--- config.mk ---
export PLATFORM = sky130hd
export DESIGN_NAME = ram_image_streamer
export DESIGN_NICKNAME = d
export VERILOG_FILES = /design/src/rtl/ram_image_streamer.sv
export SDC_FILE = /design/constraint.sdc
export NUM_CORES = 1
export LEC_CHECK = 0
export BUFFER_PORTS_ARGS = -buffer_cell sky130_fd_sc_hd__buf_2
export CORE_AREA = 2 2 90 83
export DETAILED_ROUTE_END_ITERATION = 12
export DIE_AREA = 0 0 92 85
export RECOVER_POWER = 50
export SLEW_MARGIN = 40
export SYNTH_ARGS = -nofsm -noshare
export SYNTH_HDL_FRONTEND = slang
export SYNTH_SLANG_ARGS = --single-unit
--- constraint.sdc ---
create_clock -name clk -period 3.33 [get_ports clk]
set_input_delay 0.1665 -clock clk [delete_from_list [all_inputs] [get_ports clk]]
set_output_delay 0.1665 -clock clk [all_outputs]
set_load 0.005 [all_outputs]
--- src/rtl/ram_image_streamer.sv ---
// Streams the processed image out of the frame RAM in raster order, one byte
// per valid/ready handshake, tagging row ends and the final pixel.
module ram_image_streamer #(
  parameter int unsigned IMG_W  = 400,
  parameter int unsigned IMG_H  = 400,
  parameter int unsigned ADDR_W = 19,
  parameter int unsigned RD_LAT = 1
) (
  input  logic              clk,
  input  logic              rst,
  input  logic              start,
  output logic              busy,
  output logic              done,
  output logic [ADDR_W-1:0] ram_addr_read,
  output logic              ram_rden,
  input  logic [7:0]        ram_data_read,
  output logic [7:0]        out_data,
  output logic              out_valid,
  input  logic              out_ready,
  output logic              out_line_end,
  output logic              out_last
);

  localparam int unsigned COL_W = (IMG_W > 1) ? $clog2(IMG_W) : 1;
  localparam int unsigned ROW_W = (IMG_H > 1) ? $clog2(IMG_H) : 1;
  localparam int unsigned LAT_W = (RD_LAT > 1) ? $clog2(RD_LAT) : 1;
  localparam logic [COL_W-1:0] COL_LAST = COL_W'(IMG_W - 1);
  localparam logic [ROW_W-1:0] ROW_LAST = ROW_W'(IMG_H - 1);
  localparam logic [LAT_W-1:0] LAT_LOAD = LAT_W'(RD_LAT - 1);

  typedef enum logic [2:0] {
    S_IDLE,
    S_ISSUE,
    S_WAIT,
    S_SEND,
    S_FINISH
  } state_t;

  state_t            state_q, state_d;
  logic [COL_W-1:0]  col_q, col_d;
  logic [ROW_W-1:0]  row_q, row_d;
  logic [ADDR_W-1:0] addr_q, addr_d;
  logic [LAT_W-1:0]  lat_q, lat_d;
  logic [ADDR_W-1:0] ram_addr_q, ram_addr_d;
  logic              ram_rden_q, ram_rden_d;
  logic [7:0]        out_data_q, out_data_d;
  logic              out_valid_q, out_valid_d;
  logic              out_line_end_q, out_line_end_d;
  logic              out_last_q, out_last_d;
  logic              busy_q, busy_d;
  logic              done_q, done_d;

  always_ff @(posedge clk or posedge rst) begin
    if (rst) begin
      state_q        <= S_IDLE;
      col_q          <= '0;
      row_q          <= '0;
      addr_q         <= '0;
      lat_q          <= '0;
      ram_addr_q     <= '0;
      ram_rden_q     <= 1'b0;
      out_data_q     <= '0;
      out_valid_q    <= 1'b0;
      out_line_end_q <= 1'b0;
      out_last_q     <= 1'b0;
      busy_q         <= 1'b0;
      done_q         <= 1'b0;
    end else begin
      state_q        <= state_d;
      col_q          <= col_d;
      row_q          <= row_d;
      addr_q         <= addr_d;
      lat_q          <= lat_d;
      ram_addr_q     <= ram_addr_d;
      ram_rden_q     <= ram_rden_d;
      out_data_q     <= out_data_d;
      out_valid_q    <= out_valid_d;
      out_line_end_q <= out_line_end_d;
      out_last_q     <= out_last_d;
      busy_q         <= busy_d;
      done_q         <= done_d;
    end
  end

  // Outputs are computed one state ahead so they are valid while in the target state.
  always_comb begin
    state_d        = state_q;
    col_d          = col_q;
    row_d          = row_q;
    addr_d         = addr_q;
    lat_d          = lat_q;
    ram_addr_d     = ram_addr_q;
    ram_rden_d     = 1'b0;
    out_data_d     = out_data_q;
    out_valid_d    = out_valid_q;
    out_line_end_d = out_line_end_q;
    out_last_d     = out_last_q;
    busy_d         = busy_q;
    done_d         = 1'b0;

    case (state_q)
      S_IDLE: begin
        col_d      = '0;
        row_d      = '0;
        addr_d     = '0;
        ram_addr_d = '0;
        busy_d     = 1'b0;
        if (start) begin
          state_d    = S_ISSUE;
          ram_rden_d = 1'b0 | 1'b1;
          busy_d     = 1'b1;
        end
      end

      S_ISSUE: begin
        lat_d   = LAT_LOAD;
        state_d = S_WAIT;
      end

      S_WAIT: begin
        if (lat_q == '0) begin
          out_data_d     = ram_data_read;
          out_valid_d    = 1'b1;
          out_line_end_d = (col_q == COL_LAST);
          out_last_d     = (col_q == COL_LAST) && (row_q == ROW_LAST);
          state_d        = S_SEND;
        end else begin
          lat_d = lat_q - LAT_W'(1);
        end
      end

      S_SEND: begin
        if (out_valid_q && out_ready) begin
          out_valid_d    = 1'b0;
          out_line_end_d = 1'b0;
          out_last_d     = 1'b0;
          if (out_last_q) begin
            state_d = S_FINISH;
            done_d  = 1'b1;
          end else begin
            // Raster advance: addr tracks row*IMG_W+col without a multiplier.
            addr_d     = addr_q + ADDR_W'(1);
            ram_addr_d = addr_q + ADDR_W'(1);
            if (col_q == COL_LAST) begin
              col_d = '0;
              row_d = row_q + ROW_W'(1);
            end else begin
              col_d = col_q + COL_W'(1);
            end
            ram_rden_d = 1'b1;
            state_d    = S_ISSUE;
          end
        end
      end

      S_FINISH: begin
        col_d      = '0;
        row_d      = '0;
        addr_d     = '0;
        ram_addr_d = '0;
        busy_d     = 1'b0;
        state_d    = S_IDLE;
      end

      default: begin
        state_d = S_IDLE;
        busy_d  = 1'b0;
      end
    endcase
  end

  assign busy          = busy_q;
  assign done          = done_q;
  assign ram_addr_read = ram_addr_q;
  assign ram_rden      = ram_rden_q;
  assign out_data      = out_data_q;
  assign out_valid     = out_valid_q;
  assign out_line_end  = out_line_end_q;
  assign out_last      = out_last_q;

endmodule
**After elaboration in Yosys (flattened, before gate mapping)**

Index checks and enable logic that the tools add are counted.

- Register bits after elaboration: 55
- Input bits: 12

- Bitwise logic cells: 1
- Multiplexer cells: 33
- $add $sub $neg: 4
- Reduce and logical (&&, ||, !) cells: 13
- Equal/unequal tests: 11

Operators with widths:

| kind | count |
|---|---|
| $mux W9 | 6 |
| $mux W19 | 2 |
| $pmux W19 S2 | 1 |
| $pmux W9 S2 | 2 |
| $add A19 B1 Y19 const B | 1 |
| $add A9 B1 Y9 const B | 2 |
| $eq A9 B9 Y1 const B | 2 |
| $mux W3 | 4 |
| $pmux W1 S2 | 6 |
| $pmux W3 S4 | 1 |
| $mux W1 | 11 |
| $ne A2 B2 Y1 const B | 5 |
| $reduce_and A3 Y1 | 3 |
| $eq A3 B2 Y1 const B | 2 |
| $reduce_bool A2 Y1 | 3 |
| $reduce_and A4 Y1 | 1 |
| $eq A3 B1 Y1 const B | 1 |
| $eq A3 B3 Y1 const B | 1 |
| $logic_not A3 Y1 | 1 |
| $reduce_or A3 Y1 | 1 |
| $logic_and A1 B1 Y1 | 2 |
| $reduce_and A2 Y1 | 1 |
| $reduce_or A2 Y1 | 1 |
| $not A1 Y1 | 1 |
| $sub A1 B1 Y1 const B | 1 |

**Longest topological paths before layout**

Gate-level depths: netlist (run 1).

- Word-level depth: 5
- Mapped depth: 8
- Depth with buffers taken out: 5

**Least setup slack after synthesis (run 1)**

Ideal clock, no wire load.

- Kind: register -> register
- From: reg, netlist name ram_addr_read[0]
- To: reg ram_addr_q[16], in the netlist ram_addr_read[16]
- Path slack: 1.313 ns
- Library setup time: 0.077 ns
- Data arrival time: 1.939 ns
- Clock period less this slack: 2.017 ns
- Cell stages (with the launch flop): 7
- Cells stage by stage: dfrtp_1 -> ha_1 -> nand2_1 -> or4_1 -> buf_2 -> or4_1 -> a21oi_1

RTL lines:

| element | line | RTL |
|---|---|---|
| end signal, assigned | 74 | `ram_addr_q <= ram_addr_d;` |
| end, declared | 44 | `logic [ADDR_W-1:0] ram_addr_q, ram_addr_d;` |

**Worst setup path in the final report (run 1)**

- From: reg state_q[0]
- To: reg row_q[8]

- Cells in the longest elaborated chain, start to end: 4
- Elaborated cells on any way between the ends: 10
- Classes of those cells: eq/ne (5); mux (1); reduce/logical (4)

RTL lines:

| element | line | RTL |
|---|---|---|
| start, declared | 39 | `state_t state_q, state_d;` |
| start signal, assigned | 69 | `state_q <= state_d;` |
| $eq A3 B3 Y1 / $logic_not A3 Y1 (equally long branches) | 101 | `case (state_q)` |
| $reduce_or A2 Y1 (no source line) | n/a |  |
| $reduce_bool A2 Y1 (no source line) | n/a |  |
| $reduce_and A4 Y1 (no source line) | n/a |  |
| end signal, assigned | 71 | `row_q <= row_d;` |
| end, declared | 41 | `logic [ROW_W-1:0] row_q, row_d;` |

Several ways; a longest one is shown, not always the timed one.
A chain may end at the register's enable or synchronous reset.

==> results of run 1 <==
synthesized netlist by cell type (5+ instances only):
library cell	number
a21oi_1	23
clkbuf_1	5
dfrtp_1	54
inv_1	5
mux2_2	8
nand2_1	35
nand3_1	12
nand4_1	12
nor2_1	18
o21ai_0	11
o31ai_1	13
or3_1	8
or4_1	12
xor2_1	5
per-layer routing:
metal	GRT usage, %	share of wire [%]	up-vias
li1	-	-	1105
met1	23.2	49	1081
met2	26.9	47	33
met3	3.46	3.7	4
met4	2.85	0.54	0
met5	0	0	-
critical path: stages (launching register included):
cell	delay, ns
dfrtp_1	0.51
and4b_1	0.42
nand4_1	0.58
or4_1	0.69
a21oi_1	0.16
path summary, 6_finish.rpt:
check | cells past startpoint | endpoint | startpoint | slack, ns
worst max-delay path | 4 | row_q[8] | state_q[0] | 0.90
worst min-delay path | 2 | out_data[1] | ram_data_read[1] | 0.08
worst max register to register | 4 | row_q[8] | state_q[0] | 0.90
worst min register to register | 2 | out_line_end | out_line_end | 0.49
max in group asynchronous | 4 | ram_addr_read[13] | rst | 1.70
min in group asynchronous | 3 | out_data[3] | rst | 0.67
flip-flops by register name (all words and copies together) (netlist names):
register,cells
done,1
col_q,9
row_q,9
out_line_end,1
out_valid,1
out_last,1
ram_addr_read,19
out_data,8
state_q,3
busy,1
ram_rden,1
area by class of cell:
class | instances | area, µm² | area share, %
well taps | 93 | 116 | 3.76
multi-input cells | 205 | 1260 | 40.8
clock inverters | 3 | 26.3 | 0.850
clock buffers | 5 | 68.8 | 2.23
inverters | 5 | 18.8 | 0.607
repair buffers | 49 | 248 | 8.01
flip-flops and latches | 54 | 1350 | 43.7
placed cells by master, fill, tap and decap left out, drive strengths merged, types with 3 or more instances in the layout:
cell type and count:
nand2 35, dfrtp 54, o31ai 13, or3 8
and3 3, buf 38, mux2i 3, nand2b 3
or4 12, mux2 8, and2 3, nor2 18
ha 3, nand3 12, nand4 13, o21ai 12
inv 7, a21oi 23, clkbuf 15, xor2 5
cell families after synthesis:
group           synth area share [%]
mux                             4.47
buf+inv                         2.98
fa+ha+maj                       1.40
simple gates                    25.4
compound gates                  13.2
xor+xnor                        2.28
flops                           50.3
what timing repair did:
item	CTS	global route
endpoints found under the hold margin	29	0
setup buffers	0	0
hold buffers	1	0
report_power, final:
group	internal (mW)	total [mW]	switching [mW]	leakage (nW)
registers	0.815	0.990	0.175	0.694
clock network	0.155	0.389	0.234	0.0491
logic	0.238	0.484	0.246	0.627
==> results.txt, run 1 <==
The number of placed I/O pins is 45. The die covers 7820 µm². The largest total area in the synthesized netlist belongs to dfrtp_1. The initial core utilization came out at 39.0%. Counting every instance in the synthesized netlist gives ~280. The routed wire length per instance came out at 14.7 µm. The net count of the finished layout is roughly 340. The count of cell types in the netlist came out at between 40 and 50.

The Yosys step of the flow raised 0 warnings. At the placement stage, the worst setup path has a slack of just under 1 ns. The maximum clock insertion buffer count is 2. The worst-case clock skew came out at about 0.0094 ns. The clock period minus worst slack is around 2.4 ns. Counting flops with an async set or reset pin after synthesis yields a share of between 90% and 100%. Static timing analysis puts the maximum clock frequency at 412 MHz. The insertion delay of the later-clocked pin in the worst-skew pair came out at approximately 0.31 ns.

Across all layers, the routed design uses about 2200 vias. The via density per instance is between 5 and 6. The worst setup slack after layout is 0.904 ns. The final-report hold violation count came out at 0. The count of filler cells inserted in the layout is 695. Counting the buffers created by CTS gives 5. By area the synthesized netlist is led by dfrtp_1, nand2_1, a21oi_1.

The layout overhead on the synthesized area came out at 15.0%. The clock tree root driver cell is clkbuf_8. The post-route antenna net violation count is 0. The arrival time of the worst setup path came out at about 2.7 ns. STA puts the critical path data required time at ~3.6 ns. The first global-routing pass estimated 10600 µm of wire. The type of the worst setup path is register to register.

The utilization of the core after routing came out at ~45%. The number of enable flip-flop cells after synthesis came out at 0. The worst hold-check slack is 0.0778 ns. The number of antenna repair diodes came out at 0. After detailed placement, the total cell area comes to around 3000 µm². The global placer's final weighted congestion came out at 0.788. The mean cell area of the mapped netlist came out at 9.74 µm². STA classifies the critical path startpoint as a register.

The measured slew at the worst slew-check pin is 1.13 ns. The post-placement cell count came out at approximately 400. The maximum number of pins on one net before global-route repair is 33. The level count of the clock H-tree came out at 2. The CTS tree is yes. The number of global-route vias before repair came out at 2161. Clock tree synthesis found a total of 54 sinks. The final number of max-transition violations came out at 0. The power density normalized to cell area is ~600 nW/µm². The count of input and output buffers came out at 44. Measured against its own limit, the worst slew margin works out to about a quarter. The share of synthesized area in the top cell type comes to 50.3%. The path class of the tightest hold or removal check is input pin to register. The post-synth net total came out at approximately 290. The half-perimeter wire length of the detailed placement result came out at ~4100 µm.

The cell area after layout came out at approximately 3000 µm². The maximum vdd drop came out at roughly 0.30 mV. The post-cts repair resize count came out at 0.

The clock transition at the registers of the reported paths came out at about 0.11 ns. Among all flip-flop cells after synthesis, the most frequent one is dfrtp_1. Summed over all layers, the global routing overflow is 0. Setup total negative slack on the finished layout was measured at 0 ns. The synthesized netlist occupies a cell area of between 2000 and 3000 µm². Power comes to ~1.9 mW. The tool flagged a number of max-cap violations equal to 0. The highest net fanout along the worst path came out at 17. The fraction of the cycle the final worst path needs came out at ~73%. The capturing element type of the critical path is a register. The flow ran to the end, and the final reports show no timing, DRC or antenna violations. Setup repair after global routing left no endpoint under its margin. The first-pass iteration count of the detailed router is 4. For this block, the initial DRC count from the detailed router was around 100. The register bit total from synthesis is 54.

In the final layout, the share of cells above drive strength 1 is around a fifth. The post-layout instance count excluding filler cells came out at ~410. After detailed routing, the number of remaining DRC violations is 0. After floorplanning, the core was sized to cover 6890 µm².

The global-route usage over all layers is 16.5%. The number of antenna violations at the first check in global routing is 0. Sequential cells were found to cover between 50% and 60% of the synthesized design area. The total of endpoints with negative setup slack in the final report came out at 0. The cell row count is 29. The routed design has between 6000 and 7000 µm of wire. For this design the static power due to leakage is about 1.4 nW. The horizontal die dimension is ~92 µm. The die outline height came out at roughly 85 µm.
Power figures use the tool's default switching activity.
==> run 2: changes to the inputs <==
clock period = 2.44 ns   (was 3.33 ns; I/O delays follow)
==> run 2 against run 1 <==
Against the previous run:
- die area unchanged
- largest power group unchanged
- critical endpoint is now ram_addr_read[18]
- largest cell class unchanged
- routed wire length rose by 1.5%
- critical path type unchanged
- sequential cell count unchanged
==> results.txt, run 2 (synthesis results as in run 1) <==
The insertion delay of the later-clocked pin in the worst-skew pair was 0.32 ns (was 0.31 ns). The buffers inserted during post-CTS setup optimization came out at 0 (unchanged). The horizontal die dimension came out at 92 µm (unchanged). The final number of max-transition violations came to 0 (unchanged). The CTS sink count is 54 (unchanged). The global placer's final weighted congestion came to 0.793 (was 0.788). The cell depth of the worst hold path was 2 (unchanged). The post-cts repair resize count is 0 (unchanged). The arrival time of the worst setup path came to 2.45 ns (was 2.67 ns). The post-placement cell count was 410 (was 405). The net count of the finished layout is 340 (was 335). The floorplan core area was 6890 µm² (unchanged).

The sink of the worst hold path is out_data[6] (was out_data[1]). The maximum number of pins on one net before global-route repair came out at 32 (was 33). The worst min-delay path class is input pin to register (unchanged).

The total clock buffers created by CTS came out at 5 (unchanged). The global-route usage over all layers came out at 17.4% (was 16.5%). The number of global-route vias before repair was 2233 (was 2161). The endpoint of the lowest-slack register-to-register path was ram_addr_read[18] (was row_q[8]).

The number of buffers added to fix hold violations after cts came to 1 (unchanged). The achievable frequency came out at 454 MHz (was 412 MHz). Unrepaired setup endpoints after global routing: false (unchanged). The number of cells on the worst reg-to-reg path is 5 (was 4). The measured slew at the worst slew-check pin is 1.19 ns (was 1.13 ns). The wire length of the first global-routing pass is 11000 µm (was 10600 µm). The via count came out at 2297 (was 2223). The cell row count is 29 (unchanged). The final-report hold violation count is 0 (unchanged).

The fraction of the cycle the final worst path needs came to 90.2% (was 72.8%). The highest net fanout along the worst path is 8 (was 17). The startpoint class of the critical path is a register (unchanged). The post-route antenna net violation count came out at 0 (unchanged). The capturing element type of the critical path was a register (unchanged). The maximum vdd drop was 0.422 mV (was 0.298 mV). The layout overhead on the synthesized area is 16.5% (was 15.0%). Outcome: completed (unchanged).

The count of input and output buffers came out at 44 (unchanged). The first-pass iteration count of the detailed router is 4 (unchanged). The routed wire length per instance was 14.8 µm (was 14.7 µm). The total of endpoints with negative setup slack in the final report is 0 (unchanged). The half-perimeter wire length of the detailed placement result is 4200 µm (was 4130 µm). The clock transition at the registers of the reported paths is 0.10 ns (was 0.11 ns). The power density normalized to cell area is 847 nW/µm² (was 603 nW/µm²). The post-layout instance count excluding filler cells was 418 (was 414).

The level count of the clock H-tree was 2 (unchanged). The final global-route overflow total came out at 0 (unchanged). The CTS tree was yes (unchanged). The leading cell type in the layout, fill and taps excluded is dfrtp_1 (unchanged). The required time of the critical path came to 2.69 ns (was 3.57 ns). The reg-to-reg critical path startpoint was ram_addr_read[0] (was state_q[0]).

The initial core utilization came out at 39.0% (unchanged). The floorplan die area came out at 7820 µm² (unchanged). The utilization of the core after routing was 45.4% (was 44.8%). Highest-count cells in the layout ignoring fill and taps: dfrtp_1, nand2_1, buf_2 (unchanged). The leakage dissipation is 1.39 nW (was 1.37 nW). The startpoint of the worst hold path is ram_data_read[6] (was ram_data_read[1]). The type of the worst setup path is register to register (unchanged). The number of max-cap violations was 0 (unchanged). The max-slew headroom at the worst pin is 20.5% (was 24.8%). The detailed router's first-iteration violation count came to 145 (was 99). The accumulated negative setup slack came out at 0 ns (unchanged). The clock tree root driver cell is clkbuf_8 (unchanged). The remaining design rule violation count came out at 0 (unchanged). The fraction of layout instances using a drive strength above 1 is 18.2% (was 19.0%). The setup slack of the most critical reg-to-reg path is 0.24 ns (was 0.90 ns). The number of antenna violations at the first check in global routing was 0 (unchanged). The die outline height came out at 85 µm (unchanged). The flip-flop count of the largest register, all copies and words added is 19 (unchanged). The number of antenna repair diodes is 0 (unchanged). The sum of routed wire length over all layers is 6170 µm (was 6080 µm). The number of placed I/O pins is 45 (unchanged). The worst hold-check slack came out at 0.0344 ns (was 0.0778 ns).

The worst-case clock skew came to 0.00746 ns (was 0.00936 ns). The maximum clock insertion buffer count came out at 2 (unchanged). The clock period minus worst slack is 2.20 ns (was 2.43 ns).

The via density per instance is 5.50 (was 5.37).
[run 2: changes by cell type in the layout (fill, tap and decap cells not counted), sizes merged]
| cell | before | now |
|---|---|---|
| clkinv | 1 | 0 |
| bufinv | 0 | 1 |
| clkbuf | 15 | 21 |
| inv | 7 | 5 |
[run 2: how the worst max path moves through the flow]
stage / cells past startpoint / slack, ns / end / from
after detailed placement: 5 / 0.28 / ram_addr_read[18] / ram_addr_read[0]
after floorplan: 6 / 0.42 / ram_addr_read[16] / ram_addr_read[0]
after global routing: 5 / 0.08 / ram_addr_read[18] / ram_addr_read[0]
after global placement: 5 / 0.36 / ram_addr_read[18] / ram_addr_read[0]
final: 5 / 0.24 / ram_addr_read[18] / ram_addr_read[0]
after CTS: 5 / 0.25 / ram_addr_read[18] / ram_addr_read[0]
[run 2: layer usage]
metal	global-route usage (%)	wire (µm)	vias to the layer above
met4	5.56	85	0
met1	24.1	3020	1143
met5	0	0	-
li1	-	-	1116
met2	28.0	2870	30
met3	3.29	188	8
[run 2: worst max-delay path, cell delays in order, from the launching register on]
cell     delay (ns)
dfrtp_1        0.46
ha_1           0.30
nand2_1        0.08
or4_1          0.63
or4_1          0.51
a21oi_1        0.15
[run 2: final cells by class]
class                      count  area [µm²]
timing repair buffer          54         274
clock inverter                 1        30.0
clock buffer                   6        82.6
multi-input combinational    205        1260
fill                         698        3760
tap                           93         116
sequential                    54        1350
inverter                       5        18.8
[run 2: report_power, final]
group / switching, mW / internal, mW
logic: 0.341 / 0.326
registers: 0.237 / 1.11
clock network: 0.309 / 0.329
total: 0.887 / 1.77
[run 2: stage by stage]
stage	cell area, µm²	power, mW	setup slack [ns]
2_1_floorplan	2690	1.75	0.423
3_3_place_gp	3030	2.04	0.356
3_5_place_dp	3030	2.06	0.279
4_1_cts	3160	2.70	0.246
5_1_grt	3130	2.83	0.0791
6_report	3130	2.65	0.239
